$ cat config.mk
export PLATFORM = sky130hd
export DESIGN_NAME = mac_seq_ctrl
export DESIGN_NICKNAME = d
export VERILOG_FILES = /design/src/rtl/mac_seq_ctrl.sv
export SDC_FILE = /design/constraint.sdc
export NUM_CORES = 1
export LEC_CHECK = 0
export ABC_CLOCK_PERIOD_IN_PS = 2800
export CORE_ASPECT_RATIO = 2
export CORE_UTILIZATION = 48
export DETAILED_ROUTE_END_ITERATION = 10
export GPL_ROUTABILITY_DRIVEN = 1
export MAX_ROUTING_LAYER = met4
export PLACE_DENSITY = 0.77
export SYNTH_ARGS = -nofsm -noshare
export SYNTH_HDL_FRONTEND = slang
export SYNTH_SLANG_ARGS = --single-unit
$ cat constraint.sdc
create_clock -name clk -period 2.8 [get_ports clk]
set_input_delay 0.7 -clock clk [delete_from_list [all_inputs] [get_ports clk]]
set_output_delay 0.7 -clock clk [all_outputs]
set_load 0.01 [all_outputs]
$ cat src/rtl/mac_seq_ctrl.sv
// MAC array sequencer: kernel load, gap, activation execute with output-FIFO backpressure, drain, done.
// Optional stall cycle counter is built only when MAC_SEQ_STALL_CNT_EN is defined.
module mac_seq_ctrl #(
  parameter int col     = 8,
  parameter int row     = 8,
  parameter int addr_bw = 11,
  parameter int len_bw  = 8,
  parameter int gap     = 8
) (
  input  logic               clk,
  input  logic               reset,
  input  logic               start,
  input  logic               mode_2b_in,
  input  logic [addr_bw-1:0] w_base,
  input  logic [addr_bw-1:0] a_base,
  input  logic [len_bw-1:0]  act_len,
  input  logic               ofifo_full,
  output logic               mem_cen,
  output logic [addr_bw-1:0] mem_addr,
  output logic [1:0]         inst_w,
  output logic               mode_2b,
  output logic               busy,
  output logic               done,
  output logic [15:0]        stall_cnt
);

  localparam int CNT_W = 16;

  typedef enum logic [2:0] {
    S_IDLE  = 3'd0,
    S_LOAD  = 3'd1,
    S_GAP   = 3'd2,
    S_EXEC  = 3'd3,
    S_DRAIN = 3'd4,
    S_DONE  = 3'd5
  } state_t;

  state_t             state_q;
  logic [CNT_W-1:0]   cnt_q;
  logic [addr_bw-1:0] w_base_q;
  logic [addr_bw-1:0] a_base_q;
  logic [len_bw-1:0]  act_len_q;
  logic               mode_2b_q;
  logic               mem_cen_q;
  logic [addr_bw-1:0] mem_addr_q;
  logic [1:0]         inst_w_q;
  logic               busy_q;
  logic               done_q;

  logic [CNT_W-1:0]   n_load_s;
  logic               accept_s;
  logic               stall_s;

  assign n_load_s = mode_2b_q ? CNT_W'(2 * col) : CNT_W'(col);
  assign accept_s = (state_q == S_IDLE) && start;
  assign stall_s  = (state_q == S_EXEC) && ofifo_full;

  // cnt_q counts reads already issued in LOAD/EXEC, and elapsed cycles in GAP/DRAIN
  always_ff @(posedge clk) begin
    if (reset) begin
      state_q    <= S_IDLE;
      cnt_q      <= '0;
      w_base_q   <= '0;
      a_base_q   <= '0;
      act_len_q  <= '0;
      mode_2b_q  <= 1'b0;
      mem_cen_q  <= 1'b1;
      mem_addr_q <= '0;
      inst_w_q   <= 2'b00;
      busy_q     <= 1'b0;
      done_q     <= 1'b0;
    end else begin
      inst_w_q <= {(state_q == S_EXEC) && !mem_cen_q, (state_q == S_LOAD) && !mem_cen_q};
      case (state_q)
        S_IDLE: begin
          done_q <= 1'b0;
          if (start) begin
            state_q    <= S_LOAD;
            w_base_q   <= w_base;
            a_base_q   <= a_base;
            act_len_q  <= act_len;
            mode_2b_q  <= mode_2b_in;
            mem_cen_q  <= 1'b0;
            mem_addr_q <= w_base;
            cnt_q      <= CNT_W'(1);
            busy_q     <= 1'b1;
          end else begin
            mem_cen_q <= 1'b1;
          end
        end
        S_LOAD: begin
          if (cnt_q == n_load_s) begin
            state_q   <= S_GAP;
            mem_cen_q <= 1'b1;
            cnt_q     <= '0;
          end else begin
            mem_cen_q  <= 1'b0;
            mem_addr_q <= w_base_q + addr_bw'(cnt_q);
            cnt_q      <= cnt_q + CNT_W'(1);
          end
        end
        S_GAP: begin
          if (cnt_q == CNT_W'(gap - 1)) begin
            if (act_len_q == '0) begin
              state_q   <= S_DRAIN;
              mem_cen_q <= 1'b1;
              cnt_q     <= '0;
            end else begin
              state_q    <= S_EXEC;
              mem_cen_q  <= 1'b0;
              mem_addr_q <= a_base_q;
              cnt_q      <= CNT_W'(1);
            end
          end else begin
            mem_cen_q <= 1'b1;
            cnt_q     <= cnt_q + CNT_W'(1);
          end
        end
        S_EXEC: begin
          if (ofifo_full) begin
            mem_cen_q <= 1'b1;
          end else if (cnt_q == CNT_W'(act_len_q)) begin
            state_q   <= S_DRAIN;
            mem_cen_q <= 1'b1;
            cnt_q     <= '0;
          end else begin
            mem_cen_q  <= 1'b0;
            mem_addr_q <= a_base_q + addr_bw'(cnt_q);
            cnt_q      <= cnt_q + CNT_W'(1);
          end
        end
        S_DRAIN: begin
          mem_cen_q <= 1'b1;
          if (cnt_q == CNT_W'(row + col - 1)) begin
            state_q <= S_DONE;
            done_q  <= 1'b1;
            cnt_q   <= '0;
          end else begin
            cnt_q <= cnt_q + CNT_W'(1);
          end
        end
        S_DONE: begin
          state_q   <= S_IDLE;
          mem_cen_q <= 1'b1;
          done_q    <= 1'b0;
          busy_q    <= 1'b0;
          cnt_q     <= '0;
        end
        default: begin
          state_q   <= S_IDLE;
          mem_cen_q <= 1'b1;
          done_q    <= 1'b0;
          busy_q    <= 1'b0;
          cnt_q     <= '0;
        end
      endcase
    end
  end

`ifdef MAC_SEQ_STALL_CNT_EN
  logic [15:0] stall_q;

  // Saturating count of EXEC backpressure cycles, cleared when a job is accepted
  always_ff @(posedge clk) begin
    if (reset) begin
      stall_q <= 16'h0000;
    end else if (accept_s) begin
      stall_q <= 16'h0000;
    end else if (stall_s && (stall_q != 16'hFFFF)) begin
      stall_q <= stall_q + 16'h0001;
    end else begin
      stall_q <= stall_q;
    end
  end

  assign stall_cnt = stall_q;
`else
  logic unused_s;
  assign unused_s  = accept_s ^ stall_s;
  assign stall_cnt = 16'h0000;
`endif

  assign mem_cen  = mem_cen_q;
  assign mem_addr = mem_addr_q;
  assign inst_w   = inst_w_q;
  assign mode_2b  = mode_2b_q;
  assign busy     = busy_q;
  assign done     = done_q;

endmodule

# Word level (Yosys, flattened, before mapping)
# Cells that the tools add are included.
[totals]
reg_bits = 66
latch_bits = 0
ramBits = 0
rom_bits = 0
out_inout_bits = 33
elab_cells = 82
n_memories = 0
[op_classes]
addsub = 3
multipliers = 0
n_div = 0
order_cmp = 0
eq_ne = 17
shift = 0
n_mux = 35
bitwise = 2
n_reduce_logical = 14
[op_table]
columns = ["op", "n"]
rows = [
  ["$mux 16", 6],
  ["$pmux 16 s5", 1],
  ["$mux 11", 6],
  ["$pmux 11 s4", 1],
  ["$add 11x11->11", 2],
  ["$mux 3", 7],
  ["$add 16x1->16 const B", 1],
  ["$eq 16x3->1 const B", 1],
  ["$eq 16x4->1 const B", 1],
  ["$eq 16x5->1", 1],
  ["$eq 16x8->1", 1],
  ["$pmux 3 s5", 1],
  ["$ne 2x2->1 const B", 7],
  ["$mux 1", 9],
  ["$logic_not 8->1", 1],
  ["$reduce_and 2->1", 4],
  ["$reduce_and 7->1", 1],
  ["$eq 3x2->1 const B", 2],
  ["$reduce_and 6->1", 1],
  ["$mux 5", 1],
  ["$ne 2x1->1 const B", 2],
  ["$pmux 1 s2", 2],
  ["$pmux 1 s4", 1],
  ["$reduce_bool 4->1", 1],
  ["8 further kinds", 10],
]

# Logic depth before layout (Yosys ltp)
# Gate-level depths: netlist (run 1).
[logic_depth]
word_depth = 4
depth_mapped = 15
mapped_depth_nobuf = 13

# Worst setup path before layout (run 1)
# OpenSTA, ideal clock, no wires.
[synth_path]
path_kind = "reg2reg"
from = "reg state_q[0]"
to = "reg mem_addr_q[8], in the netlist mem_addr[8]"
arrival_time_ps = 2730
t_required_ps = 2667
path_slack_ps = -63
stages_incl_launch_ff = 12
period_less_slack_ps = 2863
path_cell_list = "dfxtp_1 buf_2 nand3b_1 clkbuf_1 mux2_2 ha_1 nor2b_1 o31a_1 o21a_1 o41ai_1 mux2i_1 a311oi_1"
[synth_between]
elab_chain_len = 3
elab_cells_between_ends = 13
[synth_lines]
columns = ["element", "line", "rtl"]
rows = [
  ["from (decl)", "38", "state_t state_q;"],
  ["from (signal assigned)", "61", "state_q <= S_IDLE;"],
  ["from (signal assigned)", "78", "state_q <= S_LOAD;"],
  ["from (signal assigned)", "93", "state_q <= S_GAP;"],
  ["$eq 3x2->1, or another cell as far along", "74", "case (state_q)"],
  ["$ne 2x2->1 (no line) / $reduce_bool 4->1 (equally long branches)", "-", ""],
  ["$reduce_and 7->1 (no line)", "-", ""],
  ["to (signal assigned)", "84", "mem_addr_q <= w_base;"],
  ["to (signal assigned)", "98", "mem_addr_q <= w_base_q + addr_bw'(cnt_q);"],
  ["to (signal assigned)", "111", "mem_addr_q <= a_base_q;"],
  ["to (decl)", "45", "logic [addr_bw-1:0] mem_addr_q;"],
]
# Parallel ways exist; a longest one is shown, timed or not.
# A chain may end at the register's enable or synchronous reset.

# Final worst setup path (run 1)
[layout_path]
from = "reg state_q[2]"
to = "reg mem_addr_q[8], in the netlist mem_addr[8]"
# The elaborated chain is that of the path after synthesis.

==> metrics.md, run 1 <==
| Metric | Value |
|---|---|
| Status | `finished with violations` |
| Failing checks | `negative setup slack` |
| Ys Warns | `0` |
| Period minus WS final | `2.83 ns` |
| Syn Inst Count | `487` |
| CTS root buffer | `clkbuf_16` |
| GRT overflow | `0` |
| Final setup violating endpoints | `1` |
| Drt total wl | `10.7 mm` |
| R2R cell count | `10` |
| Sw Ratio | `37.0%` |
| Avg Cell Area, Syn | `7.84 sq um` |
| CTS tree | `built` |
| Synth top area share | `34.6%` |
| Simple-gate share of the synthesized area | `27.9%` |
| Sw power | `1.67 mW` |
| Netlist cell types | `62` |
| Critical path peak fanout | `3` |
| Critical path type | `reg -> reg` |
| Combinational Power Share | `43.8%` |
| Cell Rows | `45` |
| Startpoint types | `flip-flop` |
| Crit path largest cell delay | `0.37 ns` |
| Final RePlAce weighted congestion | `0.941` |
| Hold Vio Cnt, Final | `0` |
| Internal power | `2.83 mW` |
| Fin crit share | `101%` |
| N_diodes | `0` |
| Ys flop type | `dfxtp_1` |
| Arrival @ worst endpoint | `3.04 ns` |
| Io pins | `68` |
| Number of synthesized register bits | `66` |
| Top-count cell post-synth | `nand2_1` |
| Worst skew pair latency | `0.34 ns` |
| Largest family of logic cells by synthesized area | `simple AND/OR/NAND/NOR gates` |
| Clk pwr share | `27.4%` |
| Slowest cell on the critical path | `o41ai_2` |
| PD cells | `911 mW/mm^2` |
| Worst Hold End | `w_base_q[5]$_SDFFE_PP0P_` |
| Clock slew at reported path FFs | `0.06 ns` |
| DR WL/cell | `16.3 um` |
| Setup WS post-layout | `-0.0321 ns` |
| PortBufs | `51` |
| Max-slew violation count | `0` |
| Number of flops mapped to enable cells by yosys | `0` |
| Nets | `604` |
| Synth Area in Adders | `4.79%` |
| Finished Layout Cells | `654` |
| RSZ-0062 raised after global routing | `yes` |
| CTS Buffer Depth | `2` |
| Die H | `128 um` |
| Multiplexer share of the synthesized area | `2.16%` |
| Initial core utilization | `49.8%` |
| Synthesized cell area | `0.00382 sq mm` |
| Cell Chain, Critical Path | `nand3b_1 -> buf_4 -> mux2_4 -> ha_4 -> nor2b_4 -> o31a_1 -> o21a_1 -> o41ai_2 -> mux2i_1 -> a311oi_1` |
| Detailed Route Iter0 Violations | `197` |
| Pin count of the biggest net entering global routing | `34` |
| CTS buffer count | `9` |
| Largest area contributor in the synthesized netlist | `dfxtp_1` |
| Gr usage total | `28.2%` |
| ANT nets after route | `0` |
| Die area | `0.00833 sq mm` |
| Worst reg2reg path endpoint | `mem_addr[8]$_SDFFE_PP0P_` |
| Fillers | `702` |
| TritonCTS Sinks | `66` |
| Total core area | `0.00766 sq mm` |
| Cell family with most CP delay | `compound AO/OA/AOI/OAI gates` |
| Worst R2R Start | `state_q[2]$_SDFFE_PP0P_` |
| Relative slew margins | `48.2%` |
| Post-CTS Hold Fix Bufs | `0` |
| Post-synthesis sequential area ratio | `34.6%` |
| P&R area growth vs syn | `29.3%` |
| Asr flop ratio synth | `0%` |
| Placed Cells | `628` |
| Reg power frac | `28.8%` |
| First-pass GRT wire length | `17.1 mm` |
| Register-to-Register Setup Slack | `-0.03 ns` |
| 1st-pass router iterations | `7` |
| XOR/XNOR Fraction of Synth Area | `5.97%` |
| WP data required | `3.01 ns` |
| Hold crit path type | `reg -> reg` |
| Dpl ws | `-0.0899 ns` |
| HP Start | `w_base_q[5]$_SDFFE_PP0P_` |
| Max Cap Viol | `0` |
| Worst setup EP type | `flip-flop` |
| Final HPWL DP | `8.15 mm` |
| Leakage power | `1.96 nW` |
| Measured slew at the worst slew-check pin | `0.773 ns` |
| Clock Skews | `0.0100 ns` |
| Drt via density | `5.65` |
| Layout cells sized above 1 | `13.8%` |
| Die Width | `65.1 um` |
| Residual DRC | `0` |
| Worst path depth | `10` |
| H-tree depth | `3` |
| Synth area leaders | `dfxtp_1 (35%), nand2_1 (10%), a21oi_1 (5.9%)` |
| Hold depth | `2` |
| Most instantiated cells after synthesis | `nand2_1 (105), dfxtp_1 (66), a21oi_1 (45)` |
| Maximum clock rate | `353 MHz` |
| Compound-Gate Fraction of Synth Area | `17.4%` |
| Max VDD drop | `639 uV` |
| Worst Path Buf+Inv | `1` |
| Initial antenna violation count | `0` |
| Vias in the first global route | `3603` |
| Vias | `3694` |
==> flip-flops by register name (all words and copies together), names as in the netlist <==
name and count:
cnt_q 16, a_base_q 11, mem_addr 11, w_base_q 11, act_len_q 8, state_q 3, inst_w 2, busy 1
done 1, mem_cen 1, mode_2b 1
==> routing by layer <==
| layer | vias up | global-route usage, % | wire length (um) | share of wire, % |
|---|---|---|---|---|
| met4 | 0 | 17.9 | 469 | 4.4 |
| met3 | 35 | 4.63 | 406 | 3.8 |
| met5 | - | - | 0 | 0 |
| li1 | 1792 | - | - | - |
| met2 | 128 | 50.2 | 5880 | 55 |
| met1 | 1739 | 27.6 | 3930 | 37 |
==> timing repair <==
action	in CTS	in global routing
pin swaps	0	6
setup endpoints to repair	2	6
buffers inserted	0	10
resized for setup	3	17
==> worst register-to-register path: cells and delay by family, from the launching register on <==
family | cells | cell delay [ns]
multiplexers | 2 | 0.58
AO/OA/AOI/OAI | 4 | 1.02
flip-flops | 1 | 0.32
adder cells (fa/ha/maj) | 1 | 0.25
AND/OR/NAND/NOR | 2 | 0.35
buffers and inverters | 1 | 0.19
==> through the flow <==
stage | setup TNS, ns | utilization [%] | area, sq um | hold WS, ns | total power [mW]
2_1_floorplan | 0 | - | 3870 | 0.433 | 2.51
5_1_grt | -0.194 | 64.5 | 4940 | 0.485 | 4.75
3_3_place_gp | 0 | 58.3 | 4460 | 0.442 | 3.16
3_5_place_dp | -0.152 | 58.3 | 4460 | 0.451 | 3.20
4_1_cts | 0 | 62.7 | 4800 | 0.459 | 4.44
6_report | -0.0321 | 64.5 | 4940 | 0.458 | 4.50
==> layout by cell type (no fill, tap or decap), types with 3 or more instances in the layout <==
cell type          n
nor2b_1            5
or3_1              3
nand2_1          104
nand4_1           10
inv_1              7
nor3b_1            3
o21ai_0           13
a211oi_1           5
nand3_1            8
buf_4             32
xnor2_1           21
dfxtp_1           63
a21oi_1           45
nor4_1             3
and3_1             3
clkbuf_16          9
o21a_1             3
xor2_1             5
and2_1             3
a21o_1             6
dfxtp_2            3
mux2i_1            6
conb_1            16
ha_1              11
a22oi_1            4
nor3_1             8
nor2_1            39
nand2b_1           9
clkdlybuf4s50_1   50
==> power by group through the flow <==
stage / clock (mW) / combinational, mW / sequential, mW
finish: 1.23 / 1.97 / 1.30
global route: 1.29 / 2.15 / 1.32
CTS: 1.24 / 1.91 / 1.29
detailed placement: 0 / 1.89 / 1.31
global placement: 0 / 1.86 / 1.30
floorplan: 0 / 1.20 / 1.30
==> final cells by class <==
type	count	area, sq um	share of cell area (%)
clock buffers	12	256	5.20
clock inverters	4	73.8	1.50
inverters	8	30.0	0.608
multi-input cells	385	2360	47.7
flip-flops and latches	66	1330	26.8
well taps	94	118	2.38
repair buffers	85	777	15.7
==> how the worst max path moves through the flow <==
stage	endpoint	startpoint	slack, ns
2_1_floorplan	mem_addr[8]$_SDFFE_PP0P_	state_q[0]$_SDFFE_PP0P_	0.03
3_3_place_gp	mem_addr[8]$_SDFFE_PP0P_	state_q[2]$_SDFFE_PP0P_	0.04
3_5_place_dp	mem_addr[8]$_SDFFE_PP0P_	state_q[2]$_SDFFE_PP0P_	-0.09
4_1_cts	mem_addr[10]$_SDFFE_PP0P_	state_q[2]$_SDFFE_PP0P_	0.009
5_1_grt	mem_addr[8]$_SDFFE_PP0P_	state_q[2]$_SDFFE_PP0P_	-0.14
6_report	mem_addr[8]$_SDFFE_PP0P_	state_q[2]$_SDFFE_PP0P_	-0.03
==> cells by family after synthesis <==
group / Yosys count
multiplexers: 8
AND/OR/NAND/NOR: 218
XOR/XNOR: 26
other: 1
buffers and inverters: 51
AO/OA/AOI/OAI: 103
flip-flops: 66
adder cells (fa/ha/maj): 14
Power figures use the tool's default switching activity.
==> run 2, diff against run 1 <==
Settings changed: CTS_CLUSTER_SIZE from default to 25, SLEW_MARGIN from default to 20.
==> results of run 2 <==
The final DEF is identical to that of run 1; final timing and power are the same.
